==> src/rtl/wave_pkg.sv <==
// wave_pkg: shared state encoding and trigger-mode constants for wave_capture
package wave_pkg;
  typedef enum logic [1:0] {
    IDLE      = 2'd0,
    WAIT_TRIG = 2'd1,
    CAPTURE   = 2'd2,
    DRAIN     = 2'd3
  } wave_state_e;
  localparam logic [1:0] TRIG_IMM  = 2'b00;
  localparam logic [1:0] TRIG_RISE = 2'b01;
  localparam logic [1:0] TRIG_FALL = 2'b10;
  localparam logic [1:0] TRIG_ANY  = 2'b11;
endpackage

==> src/rtl/wave_tick_gen.sv <==
// wave_tick_gen: down-counting prescaler, one tick every presc+1 cycles
module wave_tick_gen (
  input  logic       clk,
  input  logic       rst,
  input  logic       load,
  input  logic [7:0] presc,
  output logic       tick
);
  logic [7:0] cnt_q, cnt_d;
  always_comb begin
    tick  = !load && cnt_q == 8'd0;
    cnt_d = (load || tick) ? presc : cnt_q - 8'd1;
  end
  always_ff @(posedge clk or posedge rst)
    if (rst) cnt_q <= 8'd0;
    else     cnt_q <= cnt_d;
endmodule

==> src/rtl/wave_capture.sv <==
// wave_capture: triggered sample capture, drained channel by channel as MSB-first pixel bytes
module wave_capture
  import wave_pkg::*;
#(
  parameter int DEPTH = 16,
  parameter int CH    = 8
) (
  input  logic          clk,
  input  logic          rst,
  input  logic [CH-1:0] sample_in,
  input  logic [7:0]    cfg_presc,
  input  logic [2:0]    cfg_trig_ch,
  input  logic [1:0]    cfg_trig_mode,
  input  logic          arm,
  input  logic          abort,
  output logic          out_valid,
  input  logic          out_ready,
  output logic [7:0]    out_data,
  output logic          out_last,
  output logic [1:0]    state_o
);
  localparam int BPC = DEPTH / 8;
  localparam int IW  = $clog2(DEPTH);
  localparam int BW  = BPC > 1 ? $clog2(BPC) : 1;
  localparam int CW  = CH > 1 ? $clog2(CH) : 1;
  wave_state_e   state_q, state_d;
  logic [7:0]    presc_q, presc_d;
  logic [2:0]    trig_ch_q, trig_ch_d;
  logic [1:0]    trig_mode_q, trig_mode_d;
  logic          prev_q, prev_d, primed_q, primed_d;
  logic [IW-1:0] idx_q, idx_d;
  logic [CW-1:0] ch_q, ch_d;
  logic [BW-1:0] byte_q, byte_d;
  logic [CH-1:0] buf_q [DEPTH];
  logic [CH-1:0] buf_d [DEPTH];
  logic          load, tick, wr_en, lvl, edge_hit, last_byte;
  logic [7:0]    byte_v;
  wave_tick_gen u_tick (
    .clk   (clk),
    .rst   (rst),
    .load  (load),
    .presc (load ? cfg_presc : presc_q),
    .tick  (tick)
  );
  always_comb begin
    state_d     = state_q;
    presc_d     = presc_q;
    trig_ch_d   = trig_ch_q;
    trig_mode_d = trig_mode_q;
    prev_d      = prev_q;
    primed_d    = primed_q;
    idx_d       = idx_q;
    ch_d        = ch_q;
    byte_d      = byte_q;
    load        = 1'b0;
    wr_en       = 1'b0;
    lvl         = sample_in[trig_ch_q];
    last_byte   = ch_q == CW'(CH - 1) && byte_q == BW'(BPC - 1);
    // the first tick after arming only primes prev, so stale levels never trigger
    edge_hit    = primed_q && (trig_mode_q == TRIG_RISE ? !prev_q && lvl :
                               trig_mode_q == TRIG_FALL ? prev_q && !lvl : prev_q != lvl);
    case (state_q)
      IDLE: if (arm) begin
        state_d     = WAIT_TRIG;
        presc_d     = cfg_presc;
        trig_ch_d   = cfg_trig_ch;
        trig_mode_d = cfg_trig_mode;
        primed_d    = 1'b0;
        idx_d       = '0;
        load        = 1'b1;
      end
      WAIT_TRIG: if (tick) begin
        prev_d   = lvl;
        primed_d = 1'b1;
        if (trig_mode_q == TRIG_IMM || edge_hit) begin
          wr_en   = 1'b1;
          idx_d   = idx_q + IW'(1);
          state_d = CAPTURE;
        end
      end
      CAPTURE: if (tick) begin
        wr_en = 1'b1;
        idx_d = idx_q + IW'(1);
        if (idx_q == IW'(DEPTH - 1)) begin
          state_d = DRAIN;
          ch_d    = '0;
          byte_d  = '0;
        end
      end
      DRAIN: if (out_ready) begin
        state_d = last_byte ? IDLE : DRAIN;
        byte_d  = byte_q == BW'(BPC - 1) ? '0 : byte_q + BW'(1);
        ch_d    = byte_q == BW'(BPC - 1) ? ch_q + CW'(1) : ch_q;
      end
      default: state_d = IDLE;
    endcase
    if (abort) begin
      state_d = IDLE;
      load    = 1'b0;
    end
  end
  always_comb begin
    buf_d = buf_q;
    if (wr_en) buf_d[idx_q] = sample_in;
    byte_v = 8'h00;
    for (int s = 0; s < DEPTH; s++)
      if (BW'(s / 8) == byte_q) byte_v[7 - (s % 8)] = buf_q[s][ch_q];
  end
  assign out_valid = state_q == DRAIN;
  assign out_last  = out_valid && last_byte;
  assign out_data  = out_valid ? byte_v : 8'h00;
  assign state_o   = state_q;
  always_ff @(posedge clk or posedge rst)
    if (rst) begin
      state_q     <= IDLE;
      presc_q     <= 8'd0;
      trig_ch_q   <= 3'd0;
      trig_mode_q <= TRIG_IMM;
      prev_q      <= 1'b0;
      primed_q    <= 1'b0;
      idx_q       <= '0;
      ch_q        <= '0;
      byte_q      <= '0;
    end else begin
      state_q     <= state_d;
      presc_q     <= presc_d;
      trig_ch_q   <= trig_ch_d;
      trig_mode_q <= trig_mode_d;
      prev_q      <= prev_d;
      primed_q    <= primed_d;
      idx_q       <= idx_d;
      ch_q        <= ch_d;
      byte_q      <= byte_d;
    end
  always_ff @(posedge clk) buf_q <= buf_d;
endmodule
==> config.mk <==
export PLATFORM = sky130hd
export DESIGN_NAME = wave_capture
export DESIGN_NICKNAME = d
export VERILOG_FILES = /design/src/rtl/wave_pkg.sv /design/src/rtl/wave_tick_gen.sv /design/src/rtl/wave_capture.sv
export SDC_FILE = /design/constraint.sdc
export NUM_CORES = 1
export LEC_CHECK = 0
export ABC_AREA = 1
export BUFFER_PORTS_ARGS = -buffer_cell sky130_fd_sc_hd__buf_2
export CORE_ASPECT_RATIO = 2
export CORE_MARGIN = 1.5
export CORE_UTILIZATION = 30
export CTS_BUF_LIST = sky130_fd_sc_hd__clkbuf_4
export CTS_CLUSTER_DIAMETER = 200
export DETAILED_ROUTE_END_ITERATION = 8
export GPL_TIMING_DRIVEN = 0
export PLACE_DENSITY = 0.52
export RECOVER_POWER = 100
export SYNTH_ARGS = -nofsm -noshare
export SYNTH_HDL_FRONTEND = slang
export SYNTH_SLANG_ARGS = --single-unit
==> constraint.sdc <==
create_clock -name clk -period 3.35 [get_ports clk]
set_input_delay 0.5025 -clock clk [delete_from_list [all_inputs] [get_ports clk]]
set_output_delay 0.5025 -clock clk [all_outputs]
set_load 0.1 [all_outputs]
==> results.json <==
{
  "overflow": 0,
  "clock_path_buffers": 2,
  "p_leak_nw": 2.97,
  "cts.htree.levels": 4,
  "multi_input_area_sq_mm": 0.00225,
  "worst_slew_pin_slew_ns": 1.16,
  "root_buffer": "clkbuf_4",
  "fmax_mhz": 307,
  "drt-pass1-iter-count": 6,
  "antenna_found_initial": 1,
  "fp.coreArea_sq_mm": 0.0233,
  "ir_drop_mv": 0.344,
  "finalCritPeriodShare": 0.972,
  "wl_met1_um": 6880,
  "regArea_sq_mm": 0.00467,
  "dpl.hpwl_um": 13700,
  "ys_types": 33,
  "synth_area_leaders": "edfxtp_1, dfrtp_1, nor2_1, o21ai_0, nand2_1",
  "avgSynthCellArea_sq_um": 11.1,
  "synth_common_cells": "nor2_1, edfxtp_1, o21ai_0",
  "critPathKind": "register to output pin",
  "status": "finished with violations",
  "area_growth_pct": 12.8,
  "period_needed_ns": 3.26,
  "dieArea_sq_mm": 0.0248,
  "hold_slack_ns": -0.00363,
  "grt_max_degree": 19,
  "hold_buffers": 0,
  "post-place-ws_ns": -0.388,
  "yosysWarningCount": 0,
  "cp.required_ns": 2.85,
  "drt_wl_total_um": 19600,
  "power_density_mw_per_mm2": 630,
  "synth_edf_count": 128,
  "placedInstanceArea_sq_mm": 0.00776,
  "fp.dieH_um": 221,
  "synth-seq-cells": 161,
  "io_buffers": 37,
  "synthFlopType": "edfxtp_1",
  "maxSlewViolCount": 0,
  "r2r_start": "trig_ch_q[0]",
  "fp-row-count": 79,
  "startpoint_type": "register",
  "grt_pass1_vias": 5179,
  "cts_tree": "yes",
  "fin_area_sq_mm": 0.00805,
  "relSlewSlack": 0.227,
  "initialDrtViolationCount": 179,
  "setup_slack_ns": 0.0949,
  "arrival_ns": 2.75,
  "drive_above_1_share": 0.183,
  "rr_worst_depth": 15,
  "wl_met2_um": 11600,
  "num-fill-cells": 2389,
  "clk_pin_slew_worst_paths_ns": 0.13,
  "cts_buffers": 17,
  "drv_cap": 0,
  "synth_most_common_cell": "nor2_1",
  "initial_core_util": 0.306,
  "syn_inst": 645,
  "cp-end-kind": "output pin",
  "syn_area_sq_mm": 0.00713,
  "synth_top_area_share": 0.539,
  "clock_skew_ns": 0.0295,
  "grt_pass1_wl_um": 30300,
  "postRouteAntennaNets": 0,
  "setup_viol": 0,
  "ys_seq_area_frac": 0.655,
  "worstPathMaxFanout": 8,
  "gp_congestion": 0.811,
  "highest_layer": "met4",
  "ys_async_sr_fraction": 0.205,
  "wl_per_cell_um": 19.6,
  "via_per_inst": 4.94,
  "fp.dieW_um": 112,
  "hold_viol": 5,
  "met3_length_um": 622,
  "r2r_end": "buf_q[80]",
  "syn_nets": 686,
  "nNetsFinal": 743,
  "place_inst": 966,
  "grt_setup_unrepaired": "yes",
  "min-delay-path-class": "primary input to async pin",
  "violations": "DRC, hold timing",
  "cts_setup_buffers": 0,
  "drc_errors": 2,
  "track_usage": 0.167,
  "yosys.area.top_type": "edfxtp_1",
  "ff2ff_setup_slack_ns": 0.18,
  "vias": 4933,
  "fin_cells": 999,
  "io_pins": 38,
  "cts_sinks": 161,
  "clock_latency_ns": 0.59
}
## final cells by class
class,count,share of cell area
Inverter,45,0.0213
Tap cell,283,0.0440
Clock inverter,12,0.0148
Clock buffer,20,0.0187
Antenna cell,1,0.000311
Multi-Input combinational cell,413,0.280
Timing Repair Buffer,38,0.0249
Sequential cell,161,0.580
Buffer,26,0.0160
## worst max-delay path by stage
stage,from,depth (start not counted),to
6_report,state_o[1],6,out_data[2]
5_1_grt,trig_ch_q[0],15,buf_q[80]
4_1_cts,ch_q[0],9,out_data[2]
3_5_place_dp,sample_in[6],17,buf_q[113]
3_3_place_gp,sample_in[4],17,buf_q[115]
2_1_floorplan,state_o[1],5,out_data[6]
## layout by cell type (no fill, tap or decap), drive strengths merged, types with 12 or more instances in the layout
master,netlist,layout
inv,45,45
dfrtp,33,33
a21oi,12,12
nand3,32,32
buf,16,42
edfxtp,128,128
nand2,73,73
o21ai,88,88
clkbuf,10,42
nor2,134,134
ha,15,15
o211ai,18,18
## worst max-delay path, stage by stage, from the launching register on
cell and delay [ns]:
dfrtp_1 0.46, ha_1 0.39, inv_2 0.20, nor2_2 0.36
o21ai_0 0.24, o21ai_4 0.17, clkbuf_4 0.34
## through the flow
step / setup TNS (ns) / utilization / total power, mW
2_1_floorplan: 0 / - / 3.54
3_3_place_gp: -32.92 / 0.331 / 3.98
3_5_place_dp: -36.24 / 0.332 / 4.00
4_1_cts: 0 / 0.344 / 5.11
5_1_grt: -3.69 / 0.345 / 5.39
6_report: 0 / 0.345 / 5.07
## cells by family after synthesis
family | count (synthesis) | share of synthesized area
mux | 7 | 0.0111
buf+inv | 71 | 0.0410
fa+ha+maj | 15 | 0.0263
flops | 161 | 0.655
compound gates | 140 | 0.113
simple gates | 247 | 0.149
xor+xnor | 4 | 0.00491
## repair_timing
action,in CTS,in global routing
resized for setup,5,19
endpoints found under the setup margin,5,107
pin swaps,0,0
## state kept, by name, summed over array words and instances (netlist names), 2 cells and up
register	cells
trig_ch_q	3
idx_q	4
u_tick.cnt_q	8
state_o	2
presc_q	8
trig_mode_q	2
buf_q	128
ch_q	3
## report_power, final
part	internal [mW]	total, mW	switching, mW
Combinational	0.438	1.51	1.07
Clock	0.456	1.12	0.665
Sequential	2.32	2.44	0.115
Total	3.22	5.07	1.85
## metal layers
layer  vias up  global-route usage
met5         -                   0
met4         0              0.0710
met3        35              0.0263
met2       119               0.335
met1      2400               0.165
li1       2379                   -
(Power assumes the default switching activity.)
